<file path="config.mk">
export PLATFORM = sky130hd
export DESIGN_NAME = spi_reg_decoder
export DESIGN_NICKNAME = d
export VERILOG_FILES = /design/src/rtl/spi_reg_pkg.sv /design/src/rtl/spi_reg_decoder_reg_bank.sv /design/src/rtl/spi_reg_decoder.sv
export SDC_FILE = /design/constraint.sdc
export NUM_CORES = 1
export LEC_CHECK = 0
export CAP_MARGIN = 20
export CORE_MARGIN = 3
export CORE_UTILIZATION = 52
export DETAILED_ROUTE_END_ITERATION = 6
export MAX_ROUTING_LAYER = met4
export PLACE_DENSITY = 0.81
export SYNTH_ARGS = -nofsm -noshare
export SYNTH_HDL_FRONTEND = slang
export SYNTH_SLANG_ARGS = --single-unit
</file>
<file path="constraint.sdc">
create_clock -name clk -period 1.95 [get_ports clk]
set_input_delay 0.585 -clock clk [delete_from_list [all_inputs] [get_ports clk]]
set_output_delay 0.585 -clock clk [all_outputs]
set_load 0.005 [all_outputs]
</file>
<file path="src/rtl/spi_reg_pkg.sv">
// spi_reg_pkg: shared FSM state type and command-format constants for spi_reg_decoder
package spi_reg_pkg;
  typedef enum logic [2:0] {IDLE, CMD_WAIT, DATA_REQ, DATA_WAIT, WRITE, READ_RESP} state_t;
  localparam int CMD_WRITE_BIT = 7;
  localparam logic [6:0] ERR_COUNT_ADDR = 7'd127;
endpackage

</file>
<file path="src/rtl/spi_reg_decoder_reg_bank.sv">
// reg_bank: control register array with flat output bus and zero-on-miss combinational read
module reg_bank
  import spi_reg_pkg::*;
#(
  parameter int DATA_WIDTH = 8,
  parameter int NUM_REGS = 16
) (
  input  logic                           clk,
  input  logic                           reset,
  input  logic                           we,
  input  logic [DATA_WIDTH-2:0]          waddr,
  input  logic [DATA_WIDTH-1:0]          wdata,
  input  logic [DATA_WIDTH-2:0]          raddr,
  output logic [DATA_WIDTH-1:0]          rdata,
  output logic [NUM_REGS*DATA_WIDTH-1:0] regs_out
);
  logic [NUM_REGS*DATA_WIDTH-1:0] r_regs;
  always_ff @(posedge clk) begin
    if (reset) r_regs <= '0;
    else for (int i = 0; i < NUM_REGS; i++)
      if (we && waddr == (DATA_WIDTH-1)'(i)) r_regs[i*DATA_WIDTH +: DATA_WIDTH] <= wdata;
  end
  always_comb begin
    rdata = '0;
    for (int i = 0; i < NUM_REGS; i++)
      if (raddr == (DATA_WIDTH-1)'(i)) rdata = r_regs[i*DATA_WIDTH +: DATA_WIDTH];
  end
  assign regs_out = r_regs;
endmodule

</file>
<file path="src/rtl/spi_reg_decoder.sv">
// spi_reg_decoder: SPI byte stream to register-bank accesses; SPI_DECODER_ERR_COUNT_EN adds err_count
module spi_reg_decoder
  import spi_reg_pkg::*;
#(
  parameter int DATA_WIDTH = 8,
  parameter int NUM_REGS = 16
) (
`ifdef SPI_DECODER_ERR_COUNT_EN
  output logic [DATA_WIDTH-1:0]          err_count,
`endif
  input  logic                           clk,
  input  logic                           reset,
  input  logic [DATA_WIDTH-1:0]          rx_data,
  input  logic                           rx_empty,
  output logic                           rx_read,
  input  logic                           frame_abort,
  output logic [DATA_WIDTH-1:0]          tx_data,
  output logic                           tx_write,
  input  logic                           tx_full,
  output logic [NUM_REGS*DATA_WIDTH-1:0] regs_out,
  output logic                           busy
);
  if (DATA_WIDTH != 8) begin : g_bad_width
    $error("spi_reg_decoder: DATA_WIDTH must be 8");
  end
  if (NUM_REGS < 1 || NUM_REGS > 128) begin : g_bad_regs
    $error("spi_reg_decoder: NUM_REGS must be 1..128");
  end
  state_t                r_state;
  logic [DATA_WIDTH-2:0] r_addr;
  logic [DATA_WIDTH-1:0] r_data, r_tx_data, w_bank_rdata, w_rdata;
  logic                  r_rx_read, r_tx_write, r_busy, w_we;
  reg_bank #(.DATA_WIDTH(DATA_WIDTH), .NUM_REGS(NUM_REGS)) u_bank (
    .clk(clk), .reset(reset), .we(w_we), .waddr(r_addr), .wdata(r_data),
    .raddr(r_addr), .rdata(w_bank_rdata), .regs_out(regs_out)
  );
`ifdef SPI_DECODER_ERR_COUNT_EN
  localparam logic [DATA_WIDTH-1:0] NREGS = DATA_WIDTH'(NUM_REGS);
  logic [DATA_WIDTH-1:0] r_err;
  logic w_err_addr, w_oor, w_err_ev;
  assign w_err_addr = r_addr == ERR_COUNT_ADDR;
  assign w_oor = !w_err_addr && {1'b0, r_addr} >= NREGS;
  // a read only counts as an error when the response is actually pushed
  assign w_err_ev = (r_state == WRITE && w_oor) || (r_state == READ_RESP && !tx_full && w_oor)
                 || (r_state == DATA_REQ && frame_abort);
  always_ff @(posedge clk) begin
    if (reset) r_err <= '0;
    else if (w_err_ev && r_err != '1) r_err <= r_err + 1'b1;
  end
  assign err_count = r_err;
  assign w_rdata = w_err_addr ? r_err : w_bank_rdata;
  assign w_we = r_state == WRITE && !w_err_addr;
`else
  assign w_rdata = w_bank_rdata;
  assign w_we = r_state == WRITE;
`endif
  always_ff @(posedge clk) begin
    if (reset) begin
      r_state    <= IDLE;
      r_addr     <= '0;
      r_data     <= '0;
      r_tx_data  <= '0;
      r_rx_read  <= 1'b0;
      r_tx_write <= 1'b0;
      r_busy     <= 1'b0;
    end else begin
      r_rx_read  <= 1'b0;
      r_tx_write <= 1'b0;
      case (r_state)
        IDLE: if (!rx_empty) begin
          r_rx_read <= 1'b1;
          r_state   <= CMD_WAIT;
          r_busy    <= 1'b1;
        end
        CMD_WAIT: begin
          r_addr  <= rx_data[DATA_WIDTH-2:0];
          r_state <= rx_data[CMD_WRITE_BIT] ? DATA_REQ : READ_RESP;
        end
        DATA_REQ: if (frame_abort) begin
          r_state <= IDLE;
          r_busy  <= 1'b0;
        end else if (!rx_empty) begin
          r_rx_read <= 1'b1;
          r_state   <= DATA_WAIT;
        end
        DATA_WAIT: begin
          r_data  <= rx_data;
          r_state <= WRITE;
        end
        WRITE: begin
          r_state <= IDLE;
          r_busy  <= 1'b0;
        end
        READ_RESP: if (!tx_full) begin
          r_tx_write <= 1'b1;
          r_tx_data  <= w_rdata;
          r_state    <= IDLE;
          r_busy     <= 1'b0;
        end
        default: begin
          r_state <= IDLE;
          r_busy  <= 1'b0;
        end
      endcase
    end
  end
  assign rx_read  = r_rx_read;
  assign tx_write = r_tx_write;
  assign tx_data  = r_tx_data;
  assign busy     = r_busy;
endmodule

</file>
# After elaboration in Yosys (flattened, before gate mapping)
# Index checks and enable logic that the tools add are counted.
[word_totals] wordCells=103 reg_bits=157 out_inout_bits=139
[op_classes] n_eq_ne=24 n_mux=30 reduce_logical=23 n_bitwise=3
[ops] op="8-bit 2-to-1 mux" n=16
[ops] op="7-bit by 4-bit equality test with 1-bit output (second input constant)" n=8
[ops] op="7-bit by 3-bit equality test with 1-bit output (second input constant)" n=4
[ops] op="1-bit logical AND" n=16
[ops] op="3-bit 2-to-1 mux" n=5
[ops] op="3-bit case mux with 5 select lines" n=1
[ops] op="7-bit by 2-bit equality test with 1-bit output (second input constant)" n=2
[ops] op="7-bit by 1-bit equality test with 1-bit output (second input constant)" n=1
[ops] op="7-bit logical NOT" n=1
[ops] op="3-bit by 2-bit equality test with 1-bit output (second input constant)" n=2
[ops] op="3-bit equality test (second input constant)" n=2
[ops] op="1-bit 2-to-1 mux" n=6
[ops] op="2-bit inequality test (second input constant)" n=3
[ops] op="1-bit case mux with 4 select lines" n=1
[ops] op="4-bit AND reduction" n=1
[ops] op="2-bit OR reduction" n=2
[ops] op="3-bit by 1-bit equality test with 1-bit output (second input constant)" n=1
[ops] op="3-bit logical NOT" n=1
[ops] op="3-bit inequality test (second input constant)" n=1
[ops] op="1-bit NOT" n=3
[ops] op="3-bit AND reduction" n=1
[ops] op="1-bit case mux with 2 select lines" n=1
[ops] op="2-bit AND reduction" n=1

# Longest topological paths before layout
# Gate-level depths: netlist of run 1.
[logic_depth] ltp_word=17 mapped_depth=9 ltp_nobuf=5

# Hierarchy
# A second synthesis of run 1 with hierarchy kept.
[unflattened] hier_cells=816 hier_area_um2=7328.3
[modules_own_cells] module="reg_bank" cells_per_inst=694 seq_area_each_um2=2562.5 area_each_um2=6183.4 n_inst=1
[modules_own_cells] module="spi_reg_decoder" cells_per_inst=122 seq_area_each_um2=580.6 area_each_um2=1144.8 n_inst=1

# Worst setup path after synthesis of run 1
# OpenSTA, ideal clock, no wires.
[synth_path] path_type="reg-to-reg" start="reg r_addr[6]" end="reg r_tx_data[4] (netlist: tx_data[4])" n_path_buf=2 period_less_slack_ns=1.759 arrival_time_ns=1.626 path_slack_ns=0.191 path_stages_with_launch=8 setup_ns=0.134 required_time_ns=1.816 cell_sequence="dfxtp_1 -> or3_1 -> buf_4 -> buf_6 -> nor2_1 -> a22oi_1 -> a211oi_1 -> o22ai_1"
[synth_between] elab_chain_cells=17 elab_cells_between_ends=32 cone_classes="15 x eq/ne; 16 x mux; 1 x reduce/logical"
[synth_rtl] item="start: declaration" line_no="spi_reg_decoder.sv:30" source="logic [DATA_WIDTH-2:0] r_addr;"
[synth_rtl] item="start signal: assignment" line_no="spi_reg_decoder.sv:76" source="r_addr <= rx_data[DATA_WIDTH-2:0];"
[synth_rtl] item="7-bit logical NOT" line_no="spi_reg_decoder_reg_bank.sv:26" source="if (raddr == (DATA_WIDTH-1)'(i)) rdata = r_regs[i*DATA_WIDTH +: DATA_WIDTH];"
[synth_rtl] item="8-bit 2-to-1 mux (15 in a row)" line_no="spi_reg_decoder_reg_bank.sv:26"
[synth_rtl] item="8-bit 2-to-1 mux (*)" line_no="spi_reg_decoder_reg_bank.sv:26"
[synth_rtl] item="end signal: assignment" line_no="spi_reg_decoder.sv:96" source="r_tx_data <= w_rdata;"
[synth_rtl] item="end: declaration" line_no="spi_reg_decoder.sv:31" source="logic [DATA_WIDTH-1:0] r_data, r_tx_data, w_bank_rdata, w_rdata;"
# Every way passes the cells marked *; elsewhere a longest branch is shown, timed or not.
# A chain may end at the register's enable or synchronous reset.

# Final worst setup path of run 1
[layout_path] start="reg u_bank.r_regs[73] (netlist: u_bank.regs_out[73])" end="out regs_out[73]"
[layout_rtl] item="start: declaration" line_no="spi_reg_decoder_reg_bank.sv:17" source="logic [NUM_REGS*DATA_WIDTH-1:0] r_regs;"
[layout_rtl] item="start signal: indexed assignment" line_no="spi_reg_decoder_reg_bank.sv:21" source="if (we && waddr == (DATA_WIDTH-1)'(i)) r_regs[i*DATA_WIDTH +: DATA_WIDTH] <= wdata;"
[layout_rtl] item="end: declaration" line_no="spi_reg_decoder.sv:20" source="output logic [NUM_REGS*DATA_WIDTH-1:0] regs_out,"
# No word-level cell between the ends.

==> metrics.log, run 1 <==
[metrics] cell at the root of the clock tree: sky130_fd_sc_hd__clkbuf_16
[metrics] number of buffers inserted by hold repair at cts: 0
[metrics] Compound-Gate Fraction of Synth Area: between 10% and 20%
[metrics] clock net sink count: around 160
[metrics] core area: around 14000 sq um
[metrics] simple-gate share of the synthesized area: 24.89%
[metrics] worst vdd ir: ~620 uV
[metrics] share of the cycle needed by the critical path after routing: about 99%
[metrics] post-layout instance area: 10840 sq um
[metrics] final worst path period need: approximately 1.9 ns
[metrics] dpl cells: 1295
[metrics] count of buffers inserted at the top-level ports: about 150
[metrics] hold violation total from the final report: 0
[metrics] row count: 43
[metrics] Synth Flop Type: sky130_fd_sc_hd__dfxtp_1
[metrics] min setup slack post-route: about 0.014 ns
[metrics] beginning of the worst hold path: u_bank.regs_out[3]
[metrics] worst hold stages: 2
[metrics] final global-route overflow total: 0
[metrics] fraction of layout cells with a size suffix above 1: 24.78%
[metrics] number of iterations in the first detailed-routing pass: 6
[metrics] number of DRC violations after detailed routing: 0
[metrics] synthesized area divided by synthesized cell count: 8.125 sq um
[metrics] level count of the clock H-tree: 4
[metrics] pwr/cell area: roughly 800 nW/um^2
[metrics] Reg2Reg Depth: 8
[metrics] clock latency on the worst-skew pair: 0.43 ns
[metrics] maximum number of pins on one net before global-route repair: between 70 and 80
[metrics] Die Ht: about 130 um
[metrics] CP delay by family, top: buffers and inverters
[metrics] Warnings, synthesis: 0
[metrics] arrival time of data at the critical path endpoint: around 1.4 ns
[metrics] drt via density: between 6 and 7
[metrics] Largest stage delay, worst path: between 0.5 and 0.6 ns
[metrics] library cell with the largest summed area after synthesis: sky130_fd_sc_hd__dfxtp_1
[metrics] crit path cell chain: clkdlybuf4s50_1
[metrics] dominant combinational cell family by area after synthesis: simple AND/OR/NAND/NOR gates
[metrics] standard cell with the maximum stage delay on the critical path: sky130_fd_sc_hd__clkdlybuf4s50_1
[metrics] Critical Setup Path Class: reg -> out
[metrics] synthesized-area fraction occupied by xor and xnor cells: 0%
[metrics] Setup WS pre-CTS: -0.2595 ns
[metrics] Post-synth ARST share: 0%
[metrics] number of nets with antenna violations after routing: 0
[metrics] cts bufs inserted: 17
[metrics] Post-Syn Instances: about 900
[metrics] average wire length per cell after detail routing: ~22 um
[metrics] area growth from synthesis to layout: 44.96%
[metrics] final setup fails: 0
[metrics] DIE AREA: about 16000 sq um
[metrics] max-cap violations: 0
[metrics] post-synthesis instance area: between 7000 and 8000 sq um
[metrics] adder-cell share of the synthesized area: 0%
[metrics] clock transition at the registers of the reported paths: ~0.060 ns
[metrics] Storage cell area: roughly 3200 sq um
[metrics] top area cells in the synthesized netlist: sky130_fd_sc_hd__dfxtp_1 42%, sky130_fd_sc_hd__a21oi_1 7.9%, sky130_fd_sc_hd__mux2i_1 7.0%, sky130_fd_sc_hd__nand3_1 6.9%, sky130_fd_sc_hd__nand2_1 5.9%
[metrics] RD Place Congestion: between 1 and 1.5
[metrics] antenna violations before repair: 0
[metrics] status: complete, no violations
[metrics] Layout Cells excl Fill: ~1300
[metrics] cell leakage power: roughly 4 nW
[metrics] first-pass GRT wire length: about 45000 um
[metrics] share of the core filled with cells: between 70% and 80%
[metrics] clock tree from TritonCTS: done
[metrics] I/O Pins: about 150
[metrics] buffer levels on the longest clock path: 2
[metrics] x dimension of the die: between 100 and 150 um
[metrics] starting DRC count in detailed routing: between 1000 and 1500
[metrics] Setup Skew: 0.008887 ns
[metrics] Total Routed Length: around 30000 um
[metrics] Worst Setup Start Kind: register
[metrics] max_slew headroom: 68.86%
[metrics] fill cell count: 1024
[metrics] total global routing track utilization: around 37%
[metrics] total via count in the routed design: ~8300
[metrics] top cell type's share of synthesized area: between 40% and 50%
[metrics] fraction of the yosys area taken by sequential cells: a little over two fifths
[metrics] HP Class: reg -> reg
[metrics] Least-Margin Pin Slew: ~0.46 ns
[metrics] Post-layout nets: between 1000 and 1500
[metrics] Total Power: between 8 and 9 mW
[metrics] stages on the worst setup path: 1
[metrics] CP required: ~1.4 ns
[metrics] number of global-route vias before repair: a little under 8000
[metrics] fraction of synthesized area in multiplexers: 9.374%
[metrics] number of flops mapped to enable cells by yosys: 0
[metrics] combined area of the multi-input logic cells: just over 4000 sq um
[metrics] Post-DP Area: about 10000 sq um
[metrics] number of register bits inferred by synthesis: roughly 160
[metrics] Setup crit end kind: output port
[metrics] highest clock rate: 0.5164 GHz
[metrics] count of different cell masters after synthesis: 73
[metrics] sum of net half-perimeters after detailed placement: about 21000 um
[metrics] Synth Net Count: 933
[metrics] largest fanout on the critical path: 3
[metrics] initial cell density of the core: 53.43%
[metrics] launching point of the worst reg2reg path: r_addr[0]
[metrics] final-report max-slew violation count: 0
[metrics] CP bufs+invs: 1
[metrics] start point of the critical path: u_bank.regs_out[73]
[metrics] setup slack, reg-to-reg: roughly 0.04 ns
[metrics] count of inserted antenna diode cells: 0
-- worst paths after layout --
path / to
worst min register to register: u_bank.regs_out[3]
worst max-delay path: regs_out[73]
worst max register to register: tx_data[0]
worst min-delay path: u_bank.regs_out[3]
-- report_power, final --
group          leakage [nW]  internal (mW)  switching, mW
clock network         0.297           2.17           1.35
logic                  2.42          0.696           1.03
registers              1.30           3.25         0.0488
-- metal layers --
metal / up-vias / global-route usage [%] / wire, um
met5: - / - / 0
li1: 3704 / - / -
met4: 0 / 15.27 / 1176
met3: 99 / 6.785 / 3069
met2: 527 / 56.56 / 13610
met1: 3927 / 48.16 / 11750
-- cells in the mapped netlist (all sizes together), types with 2 or more instances --
| cell | instances |
|---|---|
| inv | 7 |
| and3 | 3 |
| o21ai | 21 |
| o2111ai | 4 |
| o22a | 2 |
| nor3 | 13 |
| a211o | 2 |
| o2bb2ai | 2 |
| clkbuf | 51 |
| a31oi | 4 |
| nand4 | 8 |
| o22ai | 12 |
| or3b | 2 |
| a21o | 4 |
| nor3b | 4 |
| nand2 | 117 |
| nor2 | 87 |
| nand3 | 106 |
| a21oi | 118 |
| mux2i | 52 |
| o31ai | 4 |
| a21boi | 2 |
| nand2b | 13 |
| dfxtp | 157 |
| a22o | 6 |
| a2bb2oi | 2 |
| mux2 | 12 |
| mux4 | 2 |
| a211oi | 10 |
| and2 | 3 |
| buf | 37 |
| a2111oi | 4 |
| o21a | 3 |
| a22oi | 7 |
| or3 | 3 |
| nor2b | 7 |
| nor4 | 5 |
| or4 | 2 |
-- cell type report --
class	count	area share (%)
Multi-Input combinational cell	667	37.36
Tap cell	180	2.079
Clock buffer	20	4.122
Clock inverter	10	1.513
Sequential cell	157	29.82
Inverter	8	0.2771
Timing Repair Buffer	284	24.84
-- cell usage in the layout, fill, tap and decap left out, drive strengths merged, types with 5 or more instances in the layout --
cell type | netlist | final
a22o | 6 | 6
nor3 | 13 | 13
nor2b | 7 | 7
nand4 | 8 | 8
o21ai | 21 | 21
mux2 | 12 | 12
inv | 7 | 9
a22oi | 7 | 7
nand3 | 106 | 106
o22ai | 12 | 12
nand2 | 117 | 117
mux2i | 52 | 52
a21oi | 118 | 118
clkdlybuf4s50 | 0 | 148
clkbuf | 51 | 21
a211oi | 10 | 10
buf | 37 | 133
nand2b | 13 | 13
nor4 | 5 | 5
nor2 | 87 | 87
dfxtp | 157 | 157
-- sequential cells by signal, summed over array words and instances, names as in the netlist --
| register | count |
|---|---|
| busy | 1 |
| r_addr | 7 |
| r_data | 8 |
| r_state | 3 |
| rx_read | 1 |
| tx_data | 8 |
| tx_write | 1 |
| u_bank.regs_out | 128 |
-- through the flow --
stage | hold slack [ns] | setup TNS, ns
3_5_place_dp | 0.4591 | -1.540
4_1_cts | 0.4762 | 0
5_1_grt | 0.4942 | -0.03415
6_report | 0.4757 | 0
2_1_floorplan | 0.4603 | 0
3_3_place_gp | 0.4626 | -1.360
-- logic make-up (layout without fill, tap and decap cells) --
logic type,count (synthesis),in the layout
compound gates,220,220
simple gates,381,381
buf+inv,96,322
mux,66,66
flops,157,157
-- timing repair --
item / 4_1_cts / 5_1_grt
cloned: 0 / 1
setup endpoints to repair: 26 / 73
setup buffers: 0 / 0
pin swaps: 1 / 3
gates resized for setup: 29 / 76
(Power assumes the default switching activity.)
==> inputs of run 2 (changes only) <==
- SLEW_MARGIN: default -> 20
==> results of run 2 <==
No change in the layout: final DEF, timing and power equal those of run 1.
==> inputs of run 3 (changes only) <==
- SKIP_LAST_GASP: default -> 1
- SYNTH_HIERARCHICAL: default -> 1
==> run 3 against run 2 <==
  * The run now ends with setup timing left
  * Die area fell by 1.9%
  * Hold slack worse by 0.015 ns
  * Clock power is 12% lower
  * Sequential cell count unchanged
  * Cell count is 10% lower
  * Worst setup slack worse by 0.044 ns
  * Combinational power down 61%
  * Sequential power decreased by 2%
  * First-iteration DRC count decreased by 25%
  * Clock skew down 0.0027 ns
  * Global-route usage decreased by 5.1 points
  * Synthesized cell count shrank 11%
  * Largest power group is now registers
==> metrics.log, run 3 <==
[metrics] Synth Net Count: 829 (was 933)
[metrics] initial cell density of the core: 54.26% (was 53.43%)
[metrics] Synth Flop Type: sky130_fd_sc_hd__dfxtp_1 (unchanged)
[metrics] share of the cycle needed by the critical path after routing: 101.6% (was 99.30%)
[metrics] level count of the clock H-tree: 4 (unchanged)
[metrics] starting DRC count in detailed routing: 844 (was 1130)
[metrics] arrival time of data at the critical path endpoint: 2.27 ns (was 1.35 ns)
[metrics] fraction of the yosys area taken by sequential cells: 42.89% (was 42.05%)
[metrics] Critical Setup Path Class: reg -> reg (was reg -> out)
[metrics] clock transition at the registers of the reported paths: 0.06 ns (about the same)
[metrics] first-pass GRT wire length: 38380 um (was 44570 um)
[metrics] failing checks: setup timing
[metrics] RSZ-0062 raised after global routing: yes
[metrics] Worst Setup Start Kind: register (unchanged)
[metrics] area growth from synthesis to layout: 39.41% (was 44.96%)
[metrics] number of global-route vias before repair: 6747 (was 7738)
[metrics] min setup slack post-route: -0.03033 ns (was 0.01363 ns)
[metrics] fraction of synthesized area in multiplexers: 18.78% (was 9.374%)
[metrics] cts bufs inserted: 17 (unchanged)
[metrics] Setup crit end kind: register (was output port)
[metrics] antenna violations before repair: 0 (unchanged)
[metrics] synthesized area divided by synthesized cell count: 8.981 sq um (was 8.125 sq um)
[metrics] hold violation total from the final report: 0 (unchanged)
[metrics] max_slew headroom: 63.17% (was 68.86%)
[metrics] maximum number of pins on one net before global-route repair: 61 (was 71)
[metrics] count of buffers inserted at the top-level ports: 151 (unchanged)
[metrics] x dimension of the die: 124.7 um (was 125.9 um)
[metrics] Total Routed Length: 25740 um (was 29600 um)
[metrics] Post-synth ARST share: 0% (unchanged)
[metrics] buffer levels on the longest clock path: 2 (unchanged)
[metrics] worst vdd ir: 682.0 uV (was 623.8 uV)
[metrics] clock latency on the worst-skew pair: 0.42 ns (was 0.43 ns)
[metrics] largest fanout on the critical path: 15 (was 3)
[metrics] number of flip-flops under the largest register name: 128 (unchanged)
[metrics] Die Ht: 124.7 um (was 125.9 um)
[metrics] Compound-Gate Fraction of Synth Area: 11.75% (was 17.84%)
[metrics] cell at the root of the clock tree: sky130_fd_sc_hd__clkbuf_16 (unchanged)
[metrics] status: finished with violations (was complete, no violations)
[metrics] cell leakage power: 3.749 nW (was 4.018 nW)
[metrics] fraction of layout cells with a size suffix above 1: 22.46% (was 24.78%)
[metrics] leading cell type by number of instances after synthesis: sky130_fd_sc_hd__dfxtp_1 (unchanged)
[metrics] Layout Cells excl Fill: 1191 (was 1326)
[metrics] worst hold stages: 2 (unchanged)
[metrics] final global-route overflow total: 0 (unchanged)
[metrics] top area cells in the synthesized netlist: sky130_fd_sc_hd__dfxtp_1 43%, sky130_fd_sc_hd__mux2i_1 14%, sky130_fd_sc_hd__nor2_1 5.8%, sky130_fd_sc_hd__nand2_1 4.8%, sky130_fd_sc_hd__a21oi_1 4.7% (was sky130_fd_sc_hd__dfxtp_1 42%, sky130_fd_sc_hd__a21oi_1 7.9%, sky130_fd_sc_hd__mux2i_1 7.0%, sky130_fd_sc_hd__nand3_1 6.9%, sky130_fd_sc_hd__nand2_1 5.9%)
[metrics] I/O Pins: 152 (unchanged)
[metrics] total via count in the routed design: 7405 (was 8257)
[metrics] final-report max-slew violation count: 0 (unchanged)
[metrics] number of iterations in the first detailed-routing pass: 7 (was 6)
[metrics] DIE AREA: 15550 sq um (was 15850 sq um)
[metrics] core area: 13510 sq um (was 13990 sq um)
[metrics] sum of net half-perimeters after detailed placement: 17770 um (was 20960 um)
[metrics] Least-Margin Pin Slew: 0.5508 ns (was 0.4623 ns)
[metrics] final worst path period need: 1.980 ns (was 1.936 ns)
[metrics] highest-count cells in the layout ignoring fill and taps: 149 x sky130_fd_sc_hd__clkdlybuf4s50_1, 114 x sky130_fd_sc_hd__nor2_1, 104 x sky130_fd_sc_hd__mux2i_1 (was 148 x sky130_fd_sc_hd__clkdlybuf4s50_1, 118 x sky130_fd_sc_hd__buf_4, 116 x sky130_fd_sc_hd__a21oi_1)
[metrics] clock net sink count: 157 (unchanged)
[metrics] clock tree from TritonCTS: done (unchanged)
[metrics] number of nets with antenna violations after routing: 0 (unchanged)
[metrics] number of DRC violations after detailed routing: 0 (unchanged)
[metrics] pwr/cell area: 687.7 nW/um^2 (was 788.8 nW/um^2)
[metrics] adder-cell share of the synthesized area: 0% (unchanged)
[metrics] Total Power: 7.025 mW (was 8.547 mW)
[metrics] post-synthesis instance area: 7328 sq um (was 7475 sq um)
[metrics] CP required: 2.24 ns (was 1.36 ns)
[metrics] dominant combinational cell family by area after synthesis: simple AND/OR/NAND/NOR gates (unchanged)
[metrics] simple-gate share of the synthesized area: 21.75% (was 24.89%)
[metrics] Warnings, synthesis: 6 (was 0)
[metrics] synthesized-area fraction occupied by xor and xnor cells: 0% (unchanged)
[metrics] number of register bits inferred by synthesis: 157 (unchanged)
[metrics] max-cap violations: 0 (unchanged)
[metrics] number of flops mapped to enable cells by yosys: 0 (unchanged)
[metrics] dpl cells: 1145 (was 1295)
[metrics] drt via density: 6.217 (was 6.227)
[metrics] RD Place Congestion: 0.9913 (was 1.069)
[metrics] list of most frequent post-synthesis cells: 157 x sky130_fd_sc_hd__dfxtp_1, 114 x sky130_fd_sc_hd__nor2_1, 106 x sky130_fd_sc_hd__mux2i_1, 93 x sky130_fd_sc_hd__nand2_1, 69 x sky130_fd_sc_hd__a21oi_1 (was 157 x sky130_fd_sc_hd__dfxtp_1, 118 x sky130_fd_sc_hd__a21oi_1, 117 x sky130_fd_sc_hd__nand2_1, 103 x sky130_fd_sc_hd__nand3_1, 83 x sky130_fd_sc_hd__nor2_1)
[metrics] count of inserted antenna diode cells: 0 (unchanged)
[metrics] average wire length per cell after detail routing: 21.61 um (was 22.32 um)
[metrics] count of different cell masters after synthesis: 66 (was 73)
[metrics] Setup Skew: 0.006162 ns (was 0.008887 ns)
[metrics] HP Class: reg -> reg (unchanged)
[metrics] total global routing track utilization: 31.77% (was 36.87%)
[metrics] highest clock rate: 0.5050 GHz (was 0.5164 GHz)
[metrics] final setup fails: 3 (was 0)
[metrics] Post-Syn Instances: 816 (was 920)
[metrics] Post-layout nets: 1015 (was 1148)
[metrics] library cell with the largest summed area after synthesis: sky130_fd_sc_hd__dfxtp_1 (unchanged)
[metrics] most common library cell in the layout ignoring fill and taps: sky130_fd_sc_hd__clkdlybuf4s50_1 (unchanged)
[metrics] Reg2Reg Depth: 9 (was 8)
[metrics] top cell type's share of synthesized area: 42.89% (was 42.05%)
[metrics] row count: 42 (was 43)
[metrics] post-route setup TNS: -0.06658 ns (was 0 ns)
## run 3: cell types whose count changed after synthesis, moves of 5 or more
cell / change
sky130_fd_sc_hd__a22o_1: -6
sky130_fd_sc_hd__mux2_2: -5
sky130_fd_sc_hd__nand3_1: -52
sky130_fd_sc_hd__a21oi_1: -49
sky130_fd_sc_hd__nand4_1: -6
sky130_fd_sc_hd__clkbuf_1: -16
sky130_fd_sc_hd__mux4_2: +8
sky130_fd_sc_hd__nand2_1: -24
sky130_fd_sc_hd__a221oi_1: +7
sky130_fd_sc_hd__nor2_1: +31
sky130_fd_sc_hd__nand2b_1: -8
sky130_fd_sc_hd__mux2i_1: +54
sky130_fd_sc_hd__a211oi_1: -6
## run 3: cells by family (layout without fill, tap and decap cells)
group	count (synthesis)	count (layout)
and+or+nand+nor	319	319
muxes	124	124
AOI/OAI and AO/OA	141	141
DFF	157	157
buffers and inverters	75	274
## run 3: area by class of cell
cell class                      count  area [sq um]
Timing Repair Buffer              235          2291
Clock buffer                       21         460.4
Clock inverter                     11         93.84
Multi-Input combinational cell    584          3901
Inverter                            7         26.28
Fill cell                         951          3289
Tap cell                          176         220.2
Sequential cell                   157          3223
## run 3: power by group
part / switching [mW] / internal (mW) / leakage [nW]
registers: 0.0293 / 3.22 / 1.30
logic: 0.384 / 0.287 / 2.19
clock network: 1.29 / 1.81 / 0.265
total: 1.70 / 5.32 / 3.75
## run 3: final timing paths
kind                     end  slack, ns       start
hold / removal    tx_data[1]       0.46  tx_data[1]
hold reg to reg   tx_data[1]       0.46  tx_data[1]
setup reg to reg  tx_data[1]      -0.03   r_addr[2]
setup / recovery  tx_data[1]      -0.03   r_addr[2]
## run 3: what timing repair did
item                                    in CTS  in global routing
pin swaps                                    1                 12
hold endpoints to repair                     0                  0
resized for setup                           25                 58
gates cloned                                 0                  1
hold buffers                                 0                  0
buffers inserted                             6                  7
endpoints found under the setup margin      89                136
## run 3: critical path, cell delays in order (launching register included)
cell and delay, ns:
sky130_fd_sc_hd__dfxtp_1 0.32, sky130_fd_sc_hd__buf_12 0.15, sky130_fd_sc_hd__buf_4 0.16, sky130_fd_sc_hd__and2_1 0.16, sky130_fd_sc_hd__a311oi_1 0.31, sky130_fd_sc_hd__a21oi_1 0.09, sky130_fd_sc_hd__o211ai_1 0.29, sky130_fd_sc_hd__a31oi_1 0.19
sky130_fd_sc_hd__nand2_1 0.10, sky130_fd_sc_hd__a21oi_1 0.06
## run 3: through the flow
| step | area [sq um] | worst slack [ns] | utilization [%] | hold slack, ns |
|---|---|---|---|---|
| floorplan | 7328 | 0.06942 | - | 0.4527 |
| global placement | 9344 | -0.1365 | 69.19 | 0.4488 |
| detailed placement | 9344 | -0.1695 | 69.19 | 0.4519 |
| CTS | 9983 | -0.06209 | 73.92 | 0.4607 |
| global route | 10220 | -0.08080 | 75.64 | 0.4758 |
| finish | 10220 | -0.03033 | 75.64 | 0.4609 |
## run 3: metal layers
metal	wire length [um]	global-route usage (%)	part of all wire, %	up-vias
met5	0	-	0	-
met4	1339	14.25	5.2	0
met3	2538	6.346	9.9	104
met2	12010	49.68	47	570
met1	9844	39.92	38	3495
li1	-	-	-	3236
